### config.mk
export PLATFORM = sky130hd
export DESIGN_NAME = pool2x2_stream_flat
export DESIGN_NICKNAME = d
export VERILOG_FILES = /design/src/rtl/pool2x2_stream_if.sv /design/src/rtl/pool2x2_stream.sv /design/src/flat_wrapper.sv
export SDC_FILE = /design/constraint.sdc
export NUM_CORES = 1
export LEC_CHECK = 0
export BUFFER_PORTS_ARGS = -buffer_cell sky130_fd_sc_hd__buf_4
export CAP_MARGIN = 0
export CORE_MARGIN = 1.5
export CORE_UTILIZATION = 40
export CTS_CLUSTER_DIAMETER = 200
export DETAILED_ROUTE_END_ITERATION = 6
export GPL_TIMING_DRIVEN = 0
export PLACE_DENSITY = 0.55
export SYNTH_ARGS = -nofsm -noshare
export SYNTH_HDL_FRONTEND = slang
export SYNTH_SLANG_ARGS = --single-unit
### constraint.sdc
create_clock -name clk -period 4.1 [get_ports clk]
set_input_delay 0.41 -clock clk [delete_from_list [all_inputs] [get_ports clk]]
set_output_delay 0.41 -clock clk [all_outputs]
set_load 0.005 [all_outputs]
### src/rtl/pool2x2_stream_if.sv
// Streaming handshake bundle for pool2x2_stream.
// Input side: in_valid/in_ready/in_data. Output side: out_valid/out_ready/out_data/out_last.
// When POOL_AVG_EN is defined, the bundle also carries the per-beat mode select (0=max, 1=average).
// The slave modport is the pooling engine's view; the master modport is the view of the surrounding logic.
interface pool2x2_stream_if #(
    parameter int DATA_W = 8,
    parameter int CH     = 4
);
    logic                   in_valid;
    logic                   in_ready;
    logic [CH*DATA_W-1:0]   in_data;
    logic                   out_valid;
    logic                   out_ready;
    logic [CH*DATA_W-1:0]   out_data;
    logic                   out_last;
`ifdef POOL_AVG_EN
    logic                   mode;

    modport slave (
        input  in_valid, in_data, out_ready, mode,
        output in_ready, out_valid, out_data, out_last
    );

    modport master (
        output in_valid, in_data, out_ready, mode,
        input  in_ready, out_valid, out_data, out_last
    );
`else
    modport slave (
        input  in_valid, in_data, out_ready,
        output in_ready, out_valid, out_data, out_last
    );

    modport master (
        output in_valid, in_data, out_ready,
        input  in_ready, out_valid, out_data, out_last
    );
`endif
endinterface

### src/rtl/pool2x2_stream.sv
// pool2x2_stream: streaming 2x2 / stride-2 pooling over raster-order pixels, CH signed lanes per beat.
// The top row of each window pair is reduced into a half-width line buffer; the bottom row
// completes the window and loads a single output register (no skid buffer).
// Optional feature macro: POOL_AVG_EN adds the mode input and the average-pooling path
// (line buffer and hold register widen to DATA_W+1 bits per lane to keep pair sums).
module pool2x2_stream #(
    parameter int DATA_W = 8,
    parameter int CH     = 4,
    parameter int IMG_W  = 28,
    parameter int IMG_H  = 28
) (
    input  logic             clk,
    input  logic             rst_n,
    pool2x2_stream_if.slave  bus
);

    localparam int COL_W = $clog2(IMG_W);
    localparam int ROW_W = $clog2(IMG_H);
    localparam int LB_D  = IMG_W / 2;
    localparam int LB_AW = (LB_D > 1) ? $clog2(LB_D) : 1;
`ifdef POOL_AVG_EN
    localparam int HW    = DATA_W + 1;
    localparam int SW    = DATA_W + 2;
`else
    localparam int HW    = DATA_W;
`endif
    localparam int PW    = CH * DATA_W;
    localparam int HPW   = CH * HW;

    if ((IMG_W < 2) || ((IMG_W % 2) != 0)) begin : g_bad_img_w
        $error("pool2x2_stream: IMG_W must be even and >= 2");
    end
    if ((IMG_H < 2) || ((IMG_H % 2) != 0)) begin : g_bad_img_h
        $error("pool2x2_stream: IMG_H must be even and >= 2");
    end

    // Window phase is implied by the low bits of the counters: {row[0], col[0]}.
    typedef enum logic [1:0] {
        EVEN_L = 2'b00,
        EVEN_R = 2'b01,
        ODD_L  = 2'b10,
        ODD_R  = 2'b11
    } phase_e;

    logic [COL_W-1:0] col_q, col_d;
    logic [ROW_W-1:0] row_q, row_d;
    logic [HPW-1:0]   hold_q, hold_d;
    logic             out_valid_q, out_valid_d;
    logic [PW-1:0]    out_data_q, out_data_d;
    logic             out_last_q, out_last_d;

    logic [HPW-1:0]   lb_mem [LB_D];
    logic [HPW-1:0]   lb_rd_s;
    logic [LB_AW-1:0] lb_idx_s;
    logic             lb_we_s;

    phase_e           phase_s;
    logic             in_ready_s;
    logic             in_fire_s;
    logic             out_fire_s;
    logic             last_col_s;
    logic             last_row_s;
    logic [HPW-1:0]   px_wide_s;
    logic [HPW-1:0]   pair_s;
    logic [PW-1:0]    res_s;

    // Sign-extend one input lane to the hold/line-buffer lane width.
    function automatic logic signed [HW-1:0] widen_f(input logic [DATA_W-1:0] v);
        return HW'($signed(v));
    endfunction

    // Per-lane signed maximum; on a tie either operand is the same value.
    function automatic logic signed [HW-1:0] max_f(input logic signed [HW-1:0] a,
                                                   input logic signed [HW-1:0] b);
        return (a > b) ? a : b;
    endfunction

`ifdef POOL_AVG_EN
    // Horizontal pair reduction: sum (average mode) or max.
    function automatic logic signed [HW-1:0] pair_f(input logic signed [HW-1:0] a,
                                                    input logic signed [HW-1:0] b,
                                                    input logic             avg);
        if (avg) begin
            return a + b;
        end else begin
            return max_f(a, b);
        end
    endfunction

    // Window result: 4-sum floored by arithmetic shift, or max of the two pair results.
    function automatic logic [DATA_W-1:0] final_f(input logic signed [HW-1:0] top,
                                                  input logic signed [HW-1:0] bot,
                                                  input logic             avg);
        logic signed [SW-1:0] sum4;
        sum4 = SW'(top) + SW'(bot);
        if (avg) begin
            return DATA_W'(sum4 >>> 2);
        end else begin
            return DATA_W'(max_f(top, bot));
        end
    endfunction

    logic mode_s;
    assign mode_s = bus.mode;
`else
    // Horizontal pair reduction (max-only build).
    function automatic logic signed [HW-1:0] pair_f(input logic signed [HW-1:0] a,
                                                    input logic signed [HW-1:0] b);
        return max_f(a, b);
    endfunction

    // Window result: max of the top-row and bottom-row pair results.
    function automatic logic [DATA_W-1:0] final_f(input logic signed [HW-1:0] top,
                                                  input logic signed [HW-1:0] bot);
        return DATA_W'(max_f(top, bot));
    endfunction
`endif

    assign in_ready_s   = !out_valid_q || bus.out_ready;
    assign in_fire_s    = bus.in_valid && in_ready_s;
    assign out_fire_s   = out_valid_q && bus.out_ready;
    assign phase_s      = phase_e'({row_q[0], col_q[0]});
    assign last_col_s   = (col_q == COL_W'(IMG_W - 1));
    assign last_row_s   = (row_q == ROW_W'(IMG_H - 1));
    assign lb_idx_s     = LB_AW'(col_q >> 1);
    assign lb_rd_s      = lb_mem[lb_idx_s];
    assign lb_we_s      = in_fire_s && (phase_s == EVEN_R);

    assign bus.in_ready  = in_ready_s;
    assign bus.out_valid = out_valid_q;
    assign bus.out_data  = out_data_q;
    assign bus.out_last  = out_last_q;

    // Per-lane datapath: widened pixel, pair reduction with the held pixel, window result.
    always_comb begin
        px_wide_s = '0;
        pair_s    = '0;
        res_s     = '0;
        for (int i = 0; i < CH; i++) begin
            px_wide_s[i*HW +: HW] = widen_f(bus.in_data[i*DATA_W +: DATA_W]);
`ifdef POOL_AVG_EN
            pair_s[i*HW +: HW]    = pair_f(hold_q[i*HW +: HW], px_wide_s[i*HW +: HW], mode_s);
            res_s[i*DATA_W +: DATA_W] = final_f(lb_rd_s[i*HW +: HW], pair_s[i*HW +: HW], mode_s);
`else
            pair_s[i*HW +: HW]    = pair_f(hold_q[i*HW +: HW], px_wide_s[i*HW +: HW]);
            res_s[i*DATA_W +: DATA_W] = final_f(lb_rd_s[i*HW +: HW], pair_s[i*HW +: HW]);
`endif
        end
    end

    // Next-state: raster counters, hold register and output register updates.
    always_comb begin
        col_d       = col_q;
        row_d       = row_q;
        hold_d      = hold_q;
        out_valid_d = out_valid_q;
        out_data_d  = out_data_q;
        out_last_d  = out_last_q;

        if (in_fire_s) begin
            if (last_col_s) begin
                col_d = '0;
                if (last_row_s) begin
                    row_d = '0;
                end else begin
                    row_d = row_q + ROW_W'(1);
                end
            end else begin
                col_d = col_q + COL_W'(1);
            end

            case (phase_s)
                EVEN_L, ODD_L: begin
                    hold_d = px_wide_s;
                end
                EVEN_R: begin
                    hold_d = hold_q;
                end
                ODD_R: begin
                    out_valid_d = 1'b1;
                    out_data_d  = res_s;
                    out_last_d  = last_col_s && last_row_s;
                end
                default: begin
                    hold_d = hold_q;
                end
            endcase
        end else begin
            col_d = col_q;
        end

        // A drain without a simultaneous ODD_R load empties the output register.
        if (out_fire_s && !(in_fire_s && (phase_s == ODD_R))) begin
            out_valid_d = 1'b0;
        end else begin
            out_valid_d = out_valid_d;
        end
    end

    // State register with synchronous active-low reset.
    always_ff @(posedge clk) begin
        if (!rst_n) begin
            col_q       <= '0;
            row_q       <= '0;
            hold_q      <= '0;
            out_valid_q <= 1'b0;
            out_data_q  <= '0;
            out_last_q  <= 1'b0;
        end else begin
            col_q       <= col_d;
            row_q       <= row_d;
            hold_q      <= hold_d;
            out_valid_q <= out_valid_d;
            out_data_q  <= out_data_d;
            out_last_q  <= out_last_d;
        end
    end

    // Line buffer: top-row pair results, written at each EVEN_R beat and read at ODD_R.
    always_ff @(posedge clk) begin
        if (lb_we_s) begin
            lb_mem[lb_idx_s] <= pair_s;
        end
    end

endmodule

### src/flat_wrapper.sv
// flat-port wrapper written by rule: the top's interface ports become plain ports
module pool2x2_stream_flat 
#(
    parameter int DATA_W = 8,
    parameter int CH     = 4,
    parameter int IMG_W  = 28,
    parameter int IMG_H  = 28
)
  (clk, rst_n, bus_in_valid, bus_in_data, bus_out_ready, bus_in_ready, bus_out_valid, bus_out_data, bus_out_last);
  pool2x2_stream_if #(.DATA_W(DATA_W), .CH(CH)) bus_i ();
  input  logic clk;
  input  logic rst_n;
  input wire logic [$bits(bus_i.in_valid)-1:0] bus_in_valid;
  input wire logic [$bits(bus_i.in_data)-1:0] bus_in_data;
  input wire logic [$bits(bus_i.out_ready)-1:0] bus_out_ready;
  output wire logic [$bits(bus_i.in_ready)-1:0] bus_in_ready;
  output wire logic [$bits(bus_i.out_valid)-1:0] bus_out_valid;
  output wire logic [$bits(bus_i.out_data)-1:0] bus_out_data;
  output wire logic [$bits(bus_i.out_last)-1:0] bus_out_last;
  assign bus_i.in_valid = bus_in_valid;
  assign bus_i.in_data = bus_in_data;
  assign bus_i.out_ready = bus_out_ready;
  assign bus_in_ready = bus_i.in_ready;
  assign bus_out_valid = bus_i.out_valid;
  assign bus_out_data = bus_i.out_data;
  assign bus_out_last = bus_i.out_last;
  pool2x2_stream #(.DATA_W(DATA_W), .CH(CH), .IMG_W(IMG_W), .IMG_H(IMG_H)) u_core (.clk(clk), .rst_n(rst_n), .bus(bus_i));
endmodule
Yosys cells after proc, flatten, opt, wreduce, memory -nomap -nowiden
Memories as Yosys holds them, arrays and structs flattened. A register that Yosys moved wholly into a read port is not among the register bits.
Index checks and enable logic that the tools add are counted.

word-level totals
  memories kept = 1
  logic and storage cells = 52
  output and inout bits = 35
  bits in registers = 76
  memory bits (writable) = 448
  input port bits = 36

cells by class
  equal/unequal tests = 5
  reductions and logical operators = 15
  add/sub/neg operators = 2
  multiplexer cells = 14
  bitwise operators = 1
  $lt $le $gt $ge = 8

memories
  name           words  bits a word  rd ports  clocked after memory_dff  write ports  line                  RTL
  u_core.lb_mem  14     32           1         1                         1            pool2x2_stream.sv:52  logic [HPW-1:0] lb_mem [LB_D];

operator list
  cell                   number
  $gt A8 B8 Y1           8
  $mux W8                8
  $add A5 B1 Y5 const B  2
  $eq A5 B5 Y1 const B   2
  $mux W5                2
  $mux W4                2
  $logic_and A1 B1 Y1    6
  $reduce_and A2 Y1      3
  $eq A2 B2 Y1 const B   2
  $reduce_or A2 Y1       2
  $eq A2 B1 Y1 const B   1
  $logic_not A1 Y1       2
  $logic_not A2 Y1       1
  $mux W1                2
  $logic_or A1 B1 Y1     1
  $not A1 Y1             1

Longest topological paths before layout
  word-level depth = 7
  depth in mapped cells = 15
  mapped depth without buffers = 15

Worst setup path before layout
Ideal clock, no wire load.

  path kind = flip-flop to flip-flop
  start point = reg u_core.out_valid_q (netlist: u_core.bus.out_valid)
  end point = mem u_core.lb_mem[0][0] in the netlist's numbering, enable pin
  cell stages (with the launch flop) = 6
  data required time = 3.639 ns
  buffers on the path = 0
  setup time = 0.461 ns
  clock period less this slack = 3.827 ns
  setup slack = 0.273 ns
  data arrival time = 3.366 ns
  cell sequence = dfxtp_1 -> nor2b_2 -> nor2_2 -> nand3b_1 -> or3_1 -> nor3_1

on the way
  cells in the longest elaborated chain, start to end = 6

ends and longest elaborated chain
  element                        line                   RTL
  from (decl)                    pool2x2_stream.sv:48   logic out_valid_q, out_valid_d;
  from (signal assigned)         pool2x2_stream.sv:213  out_valid_q <= out_valid_d;
  $logic_not A1 Y1               pool2x2_stream.sv:119  assign in_ready_s = !out_valid_q || bus.out_ready;
  $logic_or A1 B1 Y1             pool2x2_stream.sv:119
  $logic_and A1 B1 Y1            pool2x2_stream.sv:120  assign in_fire_s = bus.in_valid && in_ready_s;
  $logic_and A1 B1 Y1            pool2x2_stream.sv:127  assign lb_we_s = in_fire_s && (phase_s == EVEN_R);
  $mux W1                        pool2x2_stream.sv:221  if (lb_we_s) begin
  $mux W1 (not written as such)  pool2x2_stream.sv:222  lb_mem[lb_idx_s] <= pair_s;
  to (decl)                      pool2x2_stream.sv:52

No other way between the ends.

Worst setup path after layout
  start point = reg u_core.hold_q[21]
  end point = reg u_core.out_data_q[23] (netlist: u_core.bus.out_data[23])

on the way
  cells in the longest elaborated chain, start to end = 4

ends and longest elaborated chain
  element                      line                   RTL
  from (decl)                  pool2x2_stream.sv:47   logic [HPW-1:0] hold_q, hold_d;
  from (signal assigned)       pool2x2_stream.sv:212  hold_q <= hold_d;
  $gt A8 B8 Y1                 pool2x2_stream.sv:75   return (a > b) ? a : b;
  $mux W8                      pool2x2_stream.sv:75
  named net u_core.pair_s[16]  pool2x2_stream.sv:64   logic [HPW-1:0] pair_s;
  $gt A8 B8 Y1                 pool2x2_stream.sv:75
  $mux W8                      pool2x2_stream.sv:75
  to (signal assigned)         pool2x2_stream.sv:214  out_data_q <= out_data_d;
  to (decl)                    pool2x2_stream.sv:49   logic [PW-1:0] out_data_q, out_data_d;

The timed path passes the listed nets, and every way through them passes these cells.
A chain may end at the register's enable or synchronous reset.

==> flow_summary.ini <==
[placement]
placed_cells = 2148
numPortBuffers = 70
placed_cell_area_um2 = 24100
dp_hpwl_mm = 38.7
gp_congestion = 0.823

[clocking]
cts_tree = built
htreeDepth = 2
hold_buffers = 0
clockRootBuffer = clkbuf_16
cts_made_buffers = 55
clkLatencyLatePin_ns = 0.62
cts.sinks = 528
clk_pin_slew_ns = 0.06
clock_path_buffers = 3

[critical_path]
cp-end-kind = register
rr_worst_depth = 14
crit_required_ns = 4.63
cp-startpoint = u_core.hold_q[21]
crit-reg2reg-launch = u_core.hold_q[21]
path_class = reg2reg
critical_path.endpoint = u_core.bus.out_data[23]
cp-start-kind = register
path_max_fanout = 16
crit_arrival_ns = 4.41
r2r-end = u_core.bus.out_data[23]
reg2reg_slack_ns = 0.22

[grt]
antenna_found_initial = 2
grt_max_degree = 23
grt_remaining_overflow = 0
grt_pass1_vias = 12600
grt_use_total = 0.204
grt_pass1_wl_mm = 83.4

[timing]
fin_skew_ns = 0.0248
hold_slack_ns = 0.0591
finalHoldViolCount = 0
min_period_over_period = 0.946
rsz0062_at_grt = false
max_slew_margin = 0.144
layout_min_cycle_time_ns = 3.88
setup_viol = 0
slew_viol_final = 0
fmax_mhz = 258
worstMarginPinSlew_ns = 1.28

[floorplanning]
floorplan.initialDensity = 0.408
io_pins = 71
die_h_um = 238
num_rows = 85
coreArea_um2 = 54100
die_area_um2 = 56600
fp.dieW_um = 238

[logic_synthesis]
syn_avg_cell_area_um2 = 16.4
synthFlopType = edfxtp_1
yosysTopAreaCell = edfxtp_1
synth_area_leaders = edfxtp_1, mux4_2, dfxtp_1, ha_1, mux2i_1
ys_seq_area_frac = 0.682
async_flop_share = 0
synthCells = 1348
yosysTopAreaCellShare = 0.610
synth_fp_nets = 1450
syn-cell-area_um2 = 22100
ys_types = 69
ys_warn_count = 0
synth-seq-cells = 528
synth_edf_count = 448

[route]
wl_met2_mm = 26.3
via_per_inst = 5.56
met3_length_mm = 3.34
ant_nets = 0
wl_per_cell_um = 25.2
firstDrtPassIters = 5
num_vias = 12500
m1WireLength_mm = 25.8
top_layer = met4
drc_errors = 0
wl_mm = 56.8
drtIter0Drc = 1044

[outcome]
status = completed

[min_path]
hold_path.class = in2reg

[cells_and_area]
n_fill_cell = 4612
diodes = 0
syn_to_final_growth_pct = 17.9
fin_util = 0.480
layout-drive-gt1-share = 0.241
fin_nets = 1615
final_area_um2 = 26000
finalNonFillerCells = 2254

[pwr]
cellPowerDensity_nw_per_um2 = 457
vdd.ir_drop.worst_mv = 0.303
report.power.total_uw = 11900
p_leak_uw = 0.00889

[run]
max_cap_viol_count = 0
stage by stage:
| stage | setup TNS [ns] | worst slack, ns |
|---|---|---|
| floorplan | 0 | 0.273 |
| global placement | -632.50 | -3.21 |
| detailed placement | -5.21 | -0.509 |
| CTS | 0 | 0.00917 |
| global route | 0 | 0.0197 |
| finish | 0 | 0.223 |
where the power goes:
group | leakage, uW | switching [uW] | internal [uW]
Clock | 0.000852 | 2080 | 2840
Sequential | 0.00473 | 21.1 | 5980
Combinational | 0.00330 | 622 | 350
layout by cell type (no fill, tap or decap), drive strengths merged, types with 6 or more instances in the layout:
master  count
a21oi      53
edfxtp    448
inv        82
a21o        9
clkinv     20
mux2i      50
nor3        7
a22oi      29
a21boi     35
o22ai      32
nor2b       6
o32ai       7
mux4       96
mux2       35
ha         66
nand2b      7
buf       140
nand4       9
clkbuf    102
o21ai      38
nand3       9
dfxtp      80
nor2       32
nand2     104
a31oi      10
worst min path at each step:
| stage | cells past startpoint | from | endpoint | slack [ns] |
|---|---|---|---|---|
| after global placement | 2 | u_core.hold_q[24] | u_core.hold_q[24] | 0.46 |
| after floorplan | 2 | u_core.hold_q[16] | u_core.hold_q[16] | 0.45 |
| after detailed placement | 2 | u_core.hold_q[0] | u_core.hold_q[0] | 0.47 |
| final | 3 | bus_in_data[6] | u_core.hold_q[6] | 0.06 |
| after CTS | 3 | bus_in_data[6] | u_core.hold_q[6] | 0.02 |
| after global routing | 3 | bus_in_data[28] | u_core.hold_q[28] | 0.07 |
repair_timing:
| action | CTS | global route |
|---|---|---|
| setup buffers | 0 | 4 |
| gates resized for setup | 2 | 17 |
| pin swaps | 0 | 0 |
| setup endpoints to repair | 13 | 23 |
| gates cloned | 0 | 0 |
layout make-up:
class,count,area (um2),share of cell area
Tap cell,696,871,0.0335
Sequential cell,528,15100,0.579
Clock buffer,72,1470,0.0565
Multi-Input combinational cell,678,6560,0.252
Timing Repair Buffer,108,1150,0.0441
Inverter,80,300,0.0115
Clock inverter,30,289,0.0111
Buffer,62,318,0.0122
metal layers:
metal	GRT usage	up-vias
met4	0.0575	0
li1	-	5614
met2	0.322	382
met3	0.0334	82
met5	0	-
met1	0.293	6444
cell families after synthesis:
group,after synthesis,synth area share
xor+xnor,3,0.00119
compound gates,234,0.0712
simple gates,194,0.0415
mux,181,0.139
fa+ha+maj,66,0.0374
flops,528,0.682
buf+inv,142,0.0280
cells in the mapped netlist, types with 18 or more instances:
library cell,count
a21boi_0,35
a21oi_1,49
a22oi_1,29
clkbuf_1,30
dfxtp_1,80
edfxtp_1,448
ha_1,66
inv_1,78
mux2_2,18
mux2i_1,50
mux4_2,96
nand2_1,103
nor2_1,31
o21ai_1,29
o22ai_1,32
critical path: stages (launching register included):
cell and delay [ns]:
dfxtp_1 0.35, ha_1 0.31, nand4_1 0.13, o32ai_1 0.32, a31oi_1 0.12, a21oi_4 0.40, mux2_1 0.64, ha_1 0.41
nand3_1 0.08, o32ai_1 0.07, mux2i_1 0.25, and3_1 0.19, clkbuf_1 0.31, a22oi_1 0.12, o21ai_1 0.11
state kept, by name, summed over array words and instances, names as in the netlist, named ones only:
signal and cells:
u_core.row_q 5, u_core.lb_mem 448, u_core.bus.out_last 1, u_core.bus.out_valid 1, u_core.bus.out_data 32, u_core.col_q 5, u_core.hold_q 32
(Power assumes the default switching activity.)
